`src/rtl/pipe_ctrl_unit.sv`:
```
// Pipelined control unit for the 5-stage MIPS core: ID decode, load-use stall, ID-stage branch
// resolution, and ID/EX -> EX/MEM -> MEM/WB control stages. Optional jal support: PIPE_CTRL_JAL_EN.
module pipe_ctrl_unit #(
  parameter int REG_W   = 5,
  parameter int ALUOP_W = 3,
  parameter int CNT_W   = 16
) (
  input  logic               clk,
  input  logic               rst_n,
  input  logic [31:0]        inst,
  input  logic               eq,
  output logic               pc_write,
  output logic               ifid_write,
  output logic               flush,
  output logic [1:0]         pc_src,
  output logic               ex_alusrc,
  output logic               ex_regdst,
  output logic [ALUOP_W-1:0] ex_aluop,
  output logic [REG_W-1:0]   ex_dst,
  output logic               mem_read,
  output logic               mem_write,
  output logic [REG_W-1:0]   mem_dst,
  output logic               wb_reg_write,
  output logic               wb_mem_to_reg,
  output logic [REG_W-1:0]   wb_dst,
`ifdef PIPE_CTRL_JAL_EN
  output logic               wb_link,
`endif
  output logic [CNT_W-1:0]   stall_cnt,
  output logic [CNT_W-1:0]   flush_cnt
);

  localparam logic [5:0] OP_R   = 6'b000000;
  localparam logic [5:0] OP_LW  = 6'b100011;
  localparam logic [5:0] OP_SW  = 6'b101011;
  localparam logic [5:0] OP_BEQ = 6'b000100;
  localparam logic [5:0] OP_BNE = 6'b000101;
  localparam logic [5:0] OP_J   = 6'b000010;
`ifdef PIPE_CTRL_JAL_EN
  localparam logic [5:0] OP_JAL = 6'b000011;
`endif

  logic [5:0]       opcode;
  logic [REG_W-1:0] rs, rt, rd;
  logic             unused_inst;

  assign opcode      = inst[31:26];
  assign rs          = REG_W'(inst[25:21]);
  assign rt          = REG_W'(inst[20:16]);
  assign rd          = REG_W'(inst[15:11]);
  assign unused_inst = ^inst;

  // Decoded ID-stage bundle
  logic               dec_alusrc, dec_regdst, dec_mem_read, dec_mem_write;
  logic               dec_reg_write, dec_mem_to_reg, dec_link;
  logic [ALUOP_W-1:0] dec_aluop;
  logic [REG_W-1:0]   dec_dst;
  logic               is_beq, is_bne, is_jmp, uses_rs, uses_rt;

  always_comb begin
    dec_alusrc     = 1'b0;
    dec_regdst     = 1'b0;
    dec_mem_read   = 1'b0;
    dec_mem_write  = 1'b0;
    dec_reg_write  = 1'b0;
    dec_mem_to_reg = 1'b0;
    dec_link       = 1'b0;
    dec_aluop      = '0;
    is_beq         = 1'b0;
    is_bne         = 1'b0;
    is_jmp         = 1'b0;
    uses_rs        = 1'b1;
    uses_rt        = 1'b0;
    case (opcode)
      OP_R: begin
        dec_regdst    = 1'b1;
        dec_reg_write = 1'b1;
        dec_aluop     = inst[ALUOP_W-1:0];
        uses_rt       = 1'b1;
      end
      OP_LW: begin
        dec_alusrc     = 1'b1;
        dec_mem_read   = 1'b1;
        dec_reg_write  = 1'b1;
        dec_mem_to_reg = 1'b1;
        dec_aluop      = ALUOP_W'(2);
      end
      OP_SW: begin
        dec_alusrc    = 1'b1;
        dec_mem_write = 1'b1;
        dec_aluop     = ALUOP_W'(2);
        uses_rt       = 1'b1;
      end
      OP_BEQ: begin
        is_beq  = 1'b1;
        uses_rt = 1'b1;
      end
      OP_BNE: begin
        is_bne  = 1'b1;
        uses_rt = 1'b1;
      end
      OP_J: begin
        is_jmp  = 1'b1;
        uses_rs = 1'b0;
      end
`ifdef PIPE_CTRL_JAL_EN
      OP_JAL: begin
        is_jmp        = 1'b1;
        uses_rs       = 1'b0;
        dec_reg_write = 1'b1;
        dec_link      = 1'b1;
      end
`endif
      default: ;
    endcase
  end

  assign dec_dst = dec_link ? REG_W'(31) : (dec_regdst ? rd : rt);

  // ID/EX, EX/MEM, MEM/WB control registers
  logic               idex_alusrc_q, idex_regdst_q, idex_mem_read_q, idex_mem_write_q;
  logic               idex_reg_write_q, idex_mem_to_reg_q, idex_link_q;
  logic [ALUOP_W-1:0] idex_aluop_q;
  logic [REG_W-1:0]   idex_dst_q;
  logic               exmem_mem_read_q, exmem_mem_write_q, exmem_reg_write_q;
  logic               exmem_mem_to_reg_q, exmem_link_q;
  logic [REG_W-1:0]   exmem_dst_q;
  logic               memwb_reg_write_q, memwb_mem_to_reg_q, memwb_link_q;
  logic [REG_W-1:0]   memwb_dst_q;
  logic [CNT_W-1:0]   stall_cnt_q, stall_cnt_d, flush_cnt_q, flush_cnt_d;

  logic load_use, taken;

  assign load_use = idex_mem_read_q && (idex_dst_q != '0) &&
                    ((uses_rs && idex_dst_q == rs) || (uses_rt && idex_dst_q == rt));
  assign taken    = (is_beq && eq) || (is_bne && !eq) || is_jmp;

  // A stall holds PC and IF/ID and must not flush, so load_use masks the branch
  always_comb begin
    pc_write   = 1'b1;
    ifid_write = 1'b1;
    flush      = 1'b0;
    pc_src     = 2'b00;
    if (load_use) begin
      pc_write   = 1'b0;
      ifid_write = 1'b0;
    end else if (taken) begin
      flush  = 1'b1;
      pc_src = is_jmp ? 2'b10 : 2'b01;
    end
  end

  assign stall_cnt_d = (load_use && stall_cnt_q != '1) ? stall_cnt_q + 1'b1 : stall_cnt_q;
  assign flush_cnt_d = (flush && flush_cnt_q != '1) ? flush_cnt_q + 1'b1 : flush_cnt_q;

  always_ff @(posedge clk) begin
    if (!rst_n) begin
      idex_alusrc_q      <= 1'b0;
      idex_regdst_q      <= 1'b0;
      idex_mem_read_q    <= 1'b0;
      idex_mem_write_q   <= 1'b0;
      idex_reg_write_q   <= 1'b0;
      idex_mem_to_reg_q  <= 1'b0;
      idex_link_q        <= 1'b0;
      idex_aluop_q       <= '0;
      idex_dst_q         <= '0;
      exmem_mem_read_q   <= 1'b0;
      exmem_mem_write_q  <= 1'b0;
      exmem_reg_write_q  <= 1'b0;
      exmem_mem_to_reg_q <= 1'b0;
      exmem_link_q       <= 1'b0;
      exmem_dst_q        <= '0;
      memwb_reg_write_q  <= 1'b0;
      memwb_mem_to_reg_q <= 1'b0;
      memwb_link_q       <= 1'b0;
      memwb_dst_q        <= '0;
      stall_cnt_q        <= '0;
      flush_cnt_q        <= '0;
    end else begin
      idex_alusrc_q      <= load_use ? 1'b0 : dec_alusrc;
      idex_regdst_q      <= load_use ? 1'b0 : dec_regdst;
      idex_mem_read_q    <= load_use ? 1'b0 : dec_mem_read;
      idex_mem_write_q   <= load_use ? 1'b0 : dec_mem_write;
      idex_reg_write_q   <= load_use ? 1'b0 : dec_reg_write;
      idex_mem_to_reg_q  <= load_use ? 1'b0 : dec_mem_to_reg;
      idex_link_q        <= load_use ? 1'b0 : dec_link;
      idex_aluop_q       <= load_use ? '0 : dec_aluop;
      idex_dst_q         <= load_use ? '0 : dec_dst;
      exmem_mem_read_q   <= idex_mem_read_q;
      exmem_mem_write_q  <= idex_mem_write_q;
      exmem_reg_write_q  <= idex_reg_write_q;
      exmem_mem_to_reg_q <= idex_mem_to_reg_q;
      exmem_link_q       <= idex_link_q;
      exmem_dst_q        <= idex_dst_q;
      memwb_reg_write_q  <= exmem_reg_write_q;
      memwb_mem_to_reg_q <= exmem_mem_to_reg_q;
      memwb_link_q       <= exmem_link_q;
      memwb_dst_q        <= exmem_dst_q;
      stall_cnt_q        <= stall_cnt_d;
      flush_cnt_q        <= flush_cnt_d;
    end
  end

  assign ex_alusrc     = idex_alusrc_q;
  assign ex_regdst     = idex_regdst_q;
  assign ex_aluop      = idex_aluop_q;
  assign ex_dst        = idex_dst_q;
  assign mem_read      = exmem_mem_read_q;
  assign mem_write     = exmem_mem_write_q;
  assign mem_dst       = exmem_dst_q;
  assign wb_reg_write  = memwb_reg_write_q;
  assign wb_mem_to_reg = memwb_mem_to_reg_q;
  assign wb_dst        = memwb_dst_q;
  assign stall_cnt     = stall_cnt_q;
  assign flush_cnt     = flush_cnt_q;

`ifdef PIPE_CTRL_JAL_EN
  assign wb_link = memwb_link_q;
`else
  logic unused_link;
  assign unused_link = memwb_link_q;
`endif

endmodule

```
`config.mk`:
```
export PLATFORM = sky130hd
export DESIGN_NAME = pipe_ctrl_unit
export DESIGN_NICKNAME = d
export VERILOG_FILES = /design/src/rtl/pipe_ctrl_unit.sv
export SDC_FILE = /design/constraint.sdc
export NUM_CORES = 1
export LEC_CHECK = 0
export ABC_AREA = 1
export CAP_MARGIN = 25
export CORE_UTILIZATION = 65
export CTS_BUF_LIST = sky130_fd_sc_hd__clkbuf_4 sky130_fd_sc_hd__clkbuf_8
export DETAILED_ROUTE_END_ITERATION = 10
export DONT_BUFFER_PORTS = 1
export PLACE_DENSITY_LB_ADDON = 0.12
export SLEW_MARGIN = 20
export SYNTH_ARGS = -nofsm -noshare
export SYNTH_HDL_FRONTEND = slang
export SYNTH_SLANG_ARGS = --single-unit
```
`constraint.sdc`:
```
create_clock -name clk -period 2.2 [get_ports clk]
set_input_delay 0.33 -clock clk [delete_from_list [all_inputs] [get_ports clk]]
set_output_delay 0.33 -clock clk [all_outputs]
set_load 0.01 [all_outputs]
```
# Yosys cells after proc, flatten, opt, wreduce, memory -nomap -nowiden
# Cells that the tools add are included.
classes:
  n_addsub: 2
  n_mul: 0
  n_div: 0
  magnitude_cmp: 0
  eq_ne: 9
  shift: 0
  n_mux: 18
  bitwise: 1
  reduce_logical: 18
ops:
  columns: ["op", "count"]
  rows:
  - ["$add 16x1->16 const B", 2]
  - ["$ne 16x16->1 const B", 2]
  - ["$mux 1", 13]
  - ["$eq 6x3->1 const B", 2]
  - ["$eq 6x6->1 const B", 2]
  - ["$eq 5x5->1", 2]
  - ["$logic_and 1x1->1", 8]
  - ["$eq 6x2->1 const B", 1]
  - ["$logic_not 6->1", 1]
  - ["$mux 2", 3]
  - ["$pmux 3 s2", 1]
  - ["$reduce_or 2->1", 3]
  - ["$mux 5", 1]
  - ["$reduce_bool 5->1", 1]
  - ["$reduce_or 4->1", 1]
  - ["$logic_or 1x1->1", 3]
  - ["$logic_not 1->1", 1]
  - ["$not 1->1", 1]
word_totals:
  regBits: 60
  latch_bits: 0
  mem_bits_rw: 0
  rom_bits: 0
  input_bits: 35
  output_inout_bits: 61
  mem_count: 0

# Depth between registers and ports, before layout
# Gate-level depths: netlist (run 1).
depth:
  word_depth: 8
  mapped_depth: 13
  mapped_depth_nobuf: 12

# Worst setup path before layout (run 1)
# Ideal clock, no wire load.
synth_path:
  path_kind: "input port to output port"
  start: "input port inst[30]"
  end: "output port flush"
  arrival_ns: 1.556
  t_required_ns: 1.870
  slack_ns: 0.314
  path_stages: 6
  path_cell_list: "nor2_1 -> nand3_1 -> nand3b_1 -> o21ai_0 -> clkbuf_1 -> a21boi_0"
synth_between:
  elab_chain_len: 7
  elab_cells_between_ends: 21
synth_rtl:
  columns: ["item", "line_no", "rtl"]
  rows:
  - ["start: declaration", "10", "input logic [31:0] inst,"]
  - ["$eq 6x3->1, or another cell as far along", "74", "case (opcode)"]
  - ["$reduce_or 4->1 (no source line) or $mux 1 (tied branches)", null, null]
  - ["$mux 1 or $logic_and 1x1->1 (tied branches)", "74, 136", null]
  - ["$logic_and 1x1->1 or $logic_or 1x1->1 (tied branches)", "135, 136", null]
  - ["$logic_or 1x1->1 (on tied branches)", "135, 136", null]
  - ["$logic_and 1x1->1 or $mux 1 (tied branches)", "134, 147", null]
  - ["$mux 1 *", "144", "if (load_use) begin"]
  - ["end: declaration", "14", "output logic flush,"]
# Mark *: on every way between the ends. The rest lies on a longest branch, timed or not.

# Worst setup path in the final report (run 1)
layout_path:
  start: "register idex_dst_q[1], in the netlist ex_dst[1]"
  end: "output port flush"
layout_between:
  elab_chain_len: 5
  elab_cells_between_ends: 9
layout_rtl:
  columns: ["item", "line_no", "rtl"]
  rows:
  - ["start: declaration", "124", "logic [REG_W-1:0] idex_dst_q;"]
  - ["start signal: assignment", "188", "idex_dst_q <= load_use ? '0 : dec_dst;"]
  - ["$eq 5x5->1", "135", "((uses_rs && idex_dst_q == rs) || (uses_rt && idex_dst_q == rt));"]
  - ["$logic_and 1x1->1", "135", null]
  - ["$logic_or 1x1->1", "135", null]
  - ["$logic_and 1x1->1 *", "134", "assign load_use = idex_mem_read_q && (idex_dst_q != '0) &&"]
  - ["$mux 1 *", "144", null]
# Marks and branches as above.

==> run_results.csv, run 1 <==
group,metric,value,unit
run_status,run_status,"finished clean",
route,drtAntennaViolNets,0,
grt,grt_pass1_vias,2767,
worst_setup_path,r2r-end,"stall_cnt[3]",
logic_synthesis,ys.flop_type,"dfxtp_1",
timing,worstMarginPinSlew,0.533,ns
layout,n_fill_cell,399,
worst_setup_path,r2r_slack,0.19,ns
layout,area_delta_synth_final,11.9,%
worst_setup_path,timing.rr.start,"stall_cnt[0]",
layout,multi_input_area,0.00157,sq mm
timing,setup_viol,0,
route,wirelength,7150,um
clock_tree,insertion_delay,0.33,ns
logic_synthesis,mappedNetlistArea,0.00317,sq mm
timing,finalMaxSlewViolations,0,
clock_tree,cts_tree,"yes",
floorplan,core_area,0.00472,sq mm
route,drcViolationCount,0,
logic_synthesis,synth-seq-cells,60,
logic_synthesis,synth_area_per_cell,6.60,sq um
clock_tree,postCtsSetupBuffers,0,
worst_setup_path,critPathArrivalTime,1.77,ns
floorplan,dieArea,0.00517,sq mm
logic_synthesis,yosysTopAreaCell,"dfxtp_1",
worst_setup_path,critical_path.max_fanout,12,
placement,dp.cells,551,
layout,final_cells,567,
floorplan,rows,25,
timing,fin_skew,0.00655,ns
clock_tree,htree_levels,3,
clock_tree,clock-sinks,60,
worst_hold_path,hold_class,"primary input to flop",
clock_tree,cts_buffers,9,
worst_setup_path,critPathMostFrequentCell,"nand2_1",
route,vias,3066,
clock_tree,root_buffer,"clkbuf_8",
clock_tree,cts_resized,1,
clock_tree,hold_buffers,0,
placement,gp_congestion,0.855,
layout,drive_above_1_share,10.8,%
layout,ff_latch_area,0.00121,sq mm
logic_synthesis,syn_nets,518,
floorplan,die_y,71.9,um
timing,slew-limit-headroom,64.4,%
timing,min_period_over_period,95.7,%
run,cap_violations,0,
placement,port_buffers,0,
timing,fin_ws,0.0954,ns
route,drt-initial-drc-count,271,
timing,rsz0062_at_grt,"true",
clock_tree,clkTransAtPathRegs,0.07,ns
worst_setup_path,critPathKind,"flop to output port",
worst_setup_path,cp.required,1.87,ns
floorplan,initial_core_util,67.2,%
route,viasPerCell,5.41,
layout,nNetsFinal,532,
logic_synthesis,syn_inst,481,
placement,dpl_worst_slack,0.192,ns
timing,period_needed,2.10,ns
pwr,power_leakage,0.00167,uW
clock_tree,cts_max_path_buffers,2,
layout,diodes,0,
pwr,vdd_drop_max,0.000420,V
logic_synthesis,ys.warnings.count,0,
route,dr.pass1.iters,5,
logic_synthesis,yosysSeqAreaShare,37.9,%
floorplan,io_pins,96,
worst_setup_path,start_kind,"flop",
worst_setup_path,path_cells,"inv_1, nand2_1, nand2_1, nand2_1, nor2_1, nand3_1, nand2_1, buf_4, a21boi_0, buf_4",
grt,grt_max_degree,35,
grt,grt_pass1_wl,11500,um
timing,fmax,0.475,GHz
logic_synthesis,synthArstFlopShare,0,%
grt,track_usage,28.1,%
logic_synthesis,synth_commonest_cells,"nand2_1 (126), inv_1 (82), dfxtp_1 (60)",
worst_setup_path,r2r_cells,9,
worst_setup_path,slowest_delay,0.40,ns
worst_setup_path,crit_start,"ex_dst[1]",
placement,dpl.hpwl,4920,um
worst_setup_path,crit_slowest_cell,"dfxtp_2",
worst_setup_path,crit_end,"flush",
logic_synthesis,yosysMostFrequentCell,"nand2_1",
logic_synthesis,synth_edf_count,0,
logic_synthesis,yosys.area.top_type_share,37.9,%
logic_synthesis,synthTopCellsByArea,"dfxtp_1 (38%), nand2_1 (15%), inv_1 (9.7%)",
worst_hold_path,whs_path_depth,1,
grt,grt_antenna_before_repair,0,
floorplan,dieWidth,71.9,um
route,routedWlPerCell,12.6,um
grt,overflow,0,
pwr,power_density,648,mW/mm^2
timing,hold_viol,0,
logic_synthesis,synth_cell_types,28,
worst_setup_path,end_kind,"output port",
## cell type report
cell class | count | area share [%]
clock buffers | 11 | 4.09
clock inverters | 5 | 2.11
inverters | 82 | 8.67
multi-input cells | 321 | 44.3
flip-flops and latches | 60 | 34.1
well taps | 67 | 2.36
repair buffers | 21 | 4.44
## worst max-delay path, delay by kind of cell, from the launching register on
family / cells / cell delay [ns]
AOI/OAI and AO/OA: 1 / 0.20
and+or+nand+nor: 6 / 0.41
buffers and inverters: 3 / 0.44
DFF: 1 / 0.40
## per-layer routing
| layer | wire length, um | track usage (%) | part of all wire, % |
|---|---|---|---|
| met2 | 3440 | 47.6 | 48 |
| met4 | 71 | 11.3 | 0.99 |
| met5 | 0 | 0 | 0 |
| met1 | 3070 | 34.5 | 43 |
| met3 | 570 | 6.61 | 8.0 |
## placed cells by master (no fill, tap or decap), types with 2 or more instances in the layout
| cell | n |
|---|---|
| nand2_2 | 3 |
| nand2_1 | 126 |
| inv_1 | 82 |
| nor3_1 | 6 |
| dfxtp_2 | 4 |
| xor2_1 | 11 |
| ha_1 | 2 |
| buf_4 | 21 |
| dfxtp_1 | 55 |
| xnor2_1 | 10 |
| nand4_1 | 32 |
| nor2_2 | 3 |
| clkbuf_8 | 10 |
| bufinv_16 | 2 |
| nor2_1 | 57 |
| clkinv_2 | 3 |
| nand3_1 | 38 |
| a21oi_1 | 22 |
## cell families (layout without fill, tap and decap cells)
family,count (synthesis),in the layout,synth area share (%)
AND/OR/NAND/NOR,272,272,38.4
buffers and inverters,100,119,12.9
flip-flops,60,60,37.9
AO/OA/AOI/OAI,26,26,4.30
XOR/XNOR,21,21,5.80
adder cells (fa/ha/maj),2,2,0.789
## stage by stage
step                      area, sq um  util, %  power [uW]  setup TNS (ns)  hold slack, ns
after floorplan                  3170        -        1220               0           0.390
after global placement           3320     70.2        1230               0           0.396
after detailed placement         3320     70.2        1230               0           0.399
after CTS                        3540     74.9        2310               0          0.0632
after global routing             3550     75.2        2380         -0.0166          0.0637
final                            3550     75.2        2300               0          0.0738
## power breakdown
part | total [uW] | internal [uW] | leakage [uW] | switching [uW]
combinational | 86.1 | 35.3 | 0.00106 | 50.9
clock | 1090 | 676 | 0.000116 | 417
sequential | 1120 | 1100 | 0.000488 | 19.8
## worst min path at each step
stage                                start                end
after floorplan           idex_reg_write_q  exmem_reg_write_q
final                             inst[28]          ex_alusrc
after detailed placement  idex_reg_write_q  exmem_reg_write_q
after global placement    idex_reg_write_q  exmem_reg_write_q
after global routing              inst[28]          ex_alusrc
after CTS                         inst[28]          ex_alusrc
Note: power is estimated with default switching activity, not from simulation.
==> run 2: changes to the inputs <==
- REMOVE_ABC_BUFFERS: unset -> 1
==> run 2 against run 1 <==
Utilization is 0.21 points lower. Largest cell class unchanged. Worst setup slack better by 0.092 ns. Sequential power is essentially flat. Hold slack worse by 0.0080 ns. Combinational power fell by 2%. Power down 3.4%. Cell area fell by 0.28%. Global-route usage increased by 0.61 points.
==> run_results.csv, run 2 (synthesis results as in run 1) <==
group,metric,value,unit
route,vias,3000,
layout,nNetsFinal,531,
clock_tree,root_buffer,"clkbuf_8",
floorplan,dieArea,0.00517,sq mm
layout,final_common_cell,"nand2_1",
clock_tree,cts_resized,0,
floorplan,die_y,71.9,um
layout,area_delta_synth_final,11.6,%
clock_tree,htree_levels,3,
run_status,run_status,"finished clean",
layout,diodes,0,
floorplan,rows,25,
pwr,power_density,627,mW/mm^2
layout,final_cell_mix,"nand2_1 (126), inv_1 (82), dfxtp_1 (60), nor2_1 (57), nand3_1 (38)",
placement,gp_congestion,0.810,
grt,overflow,0,
clock_tree,clkTransAtPathRegs,0.07,ns
clock_tree,cts_max_path_buffers,2,
worst_setup_path,critPathKind,"flop to output port",
timing,setup_viol,0,
timing,min_period_over_period,91.5,%
run,cap_violations,0,
pwr,total_power,2220,uW
clock_tree,hold_buffers,0,
clock_tree,postCtsSetupBuffers,0,
route,drt-initial-drc-count,192,
timing,period_needed,2.01,ns
layout,n_fill_cell,395,
grt,grt_antenna_before_repair,0,
clock_tree,insertion_delay,0.33,ns
pwr,vdd_drop_max,0.000387,V
timing,finalMaxSlewViolations,0,
worst_setup_path,start_kind,"flop",
floorplan,dieWidth,71.9,um
layout,drive_above_1_share,9.62,%
route,dr.pass1.iters,4,
worst_setup_path,critPathArrivalTime,1.68,ns
grt,grt_max_degree,35,
placement,dpl.hpwl,4970,um
grt,grt_pass1_vias,2699,
pwr,power_leakage,0.00165,uW
timing,slew-limit-headroom,66.8,%
floorplan,io_pins,96,
timing,rsz0062_at_grt,"false",
timing,worstMarginPinSlew,0.498,ns
worst_hold_path,hold_class,"primary input to flop",
clock_tree,cts_tree,"yes",
route,wirelength,7020,um
placement,port_buffers,0,
timing,fmax,0.497,GHz
clock_tree,clock-sinks,60,
worst_setup_path,cp.required,1.87,ns
worst_setup_path,critical_path.max_fanout,6,
route,drcViolationCount,0,
timing,fin_skew,0.00706,ns
floorplan,initial_core_util,67.2,%
clock_tree,cts_buffers,9,
grt,grt_pass1_wl,11700,um
worst_setup_path,end_kind,"output port",
layout,final_util,75.0,%
grt,track_usage,28.7,%
route,viasPerCell,5.30,
route,routedWlPerCell,12.4,um
route,drtAntennaViolNets,0,
timing,hold_viol,0,
floorplan,core_area,0.00472,sq mm
-- run 2: cell count changes in the layout (fill, tap and decap cells not counted), sizes merged --
cell	change
clkbuf	+1
clkinvlp	+1
bufinv	-1
clkinv	-1
buf	-1
-- run 2: power by group --
| part | total [uW] | leakage, uW | internal (uW) | switching (uW) |
|---|---|---|---|---|
| Combinational | 84.4 | 0.00106 | 34.6 | 49.8 |
| Sequential | 1120 | 0.000486 | 1100 | 20.7 |
| Clock | 1020 | 0.000106 | 594 | 422 |
-- run 2: path summary, 6_finish.rpt --
kind | start | cells past startpoint | slack [ns] | end
hold reg to reg | idex_mem_write_q | 2 | 0.41 | mem_write
setup / recovery | ex_dst[2] | 7 | 0.19 | ifid_write
setup reg to reg | stall_cnt[0] | 9 | 0.27 | stall_cnt[0]
hold / removal | inst[28] | 1 | 0.07 | ex_alusrc
-- run 2: metrics by stage --
step | hold WS [ns] | setup TNS [ns] | instance area [sq um] | setup slack [ns] | cells
2_1_floorplan | 0.390 | -8.81 | 3070 | -0.789 | 463
3_3_place_gp | 0.394 | 0 | 3330 | 0.331 | 550
3_5_place_dp | 0.399 | 0 | 3330 | 0.277 | 550
4_1_cts | 0.0537 | 0 | 3540 | 0.179 | 566
5_1_grt | 0.0494 | 0 | 3540 | 0.0136 | 566
6_report | 0.0658 | 0 | 3540 | 0.187 | 566
-- run 2: metal layers --
layer	part of all wire, %	GRT usage (%)	vias up	wire length, um
met5	0	0	-	0
met1	42	33.5	1355	2980
met4	1.9	14.6	0	134
met2	49	47.9	101	3440
met3	6.8	8.58	13	477
li1	-	-	1531	-
-- run 2: cell type report --
cell class	instances	area (sq um)	share of cell area [%]
inverter	82	308	8.69
clock inverter	4	47.5	1.34
timing repair buffer	20	175	4.95
multi-input combinational	321	1570	44.2
clock buffer	12	159	4.49
sequential	60	1200	33.9
tap	67	83.8	2.37
-- run 2: worst max-delay path: stages (launching register included) --
cell	delay [ns]
dfxtp_1	0.49
xnor2_1	0.17
nand2_1	0.06
nor2_1	0.10
nand2_1	0.08
nand2_1	0.12
nand2_2	0.15
buf_12	0.17
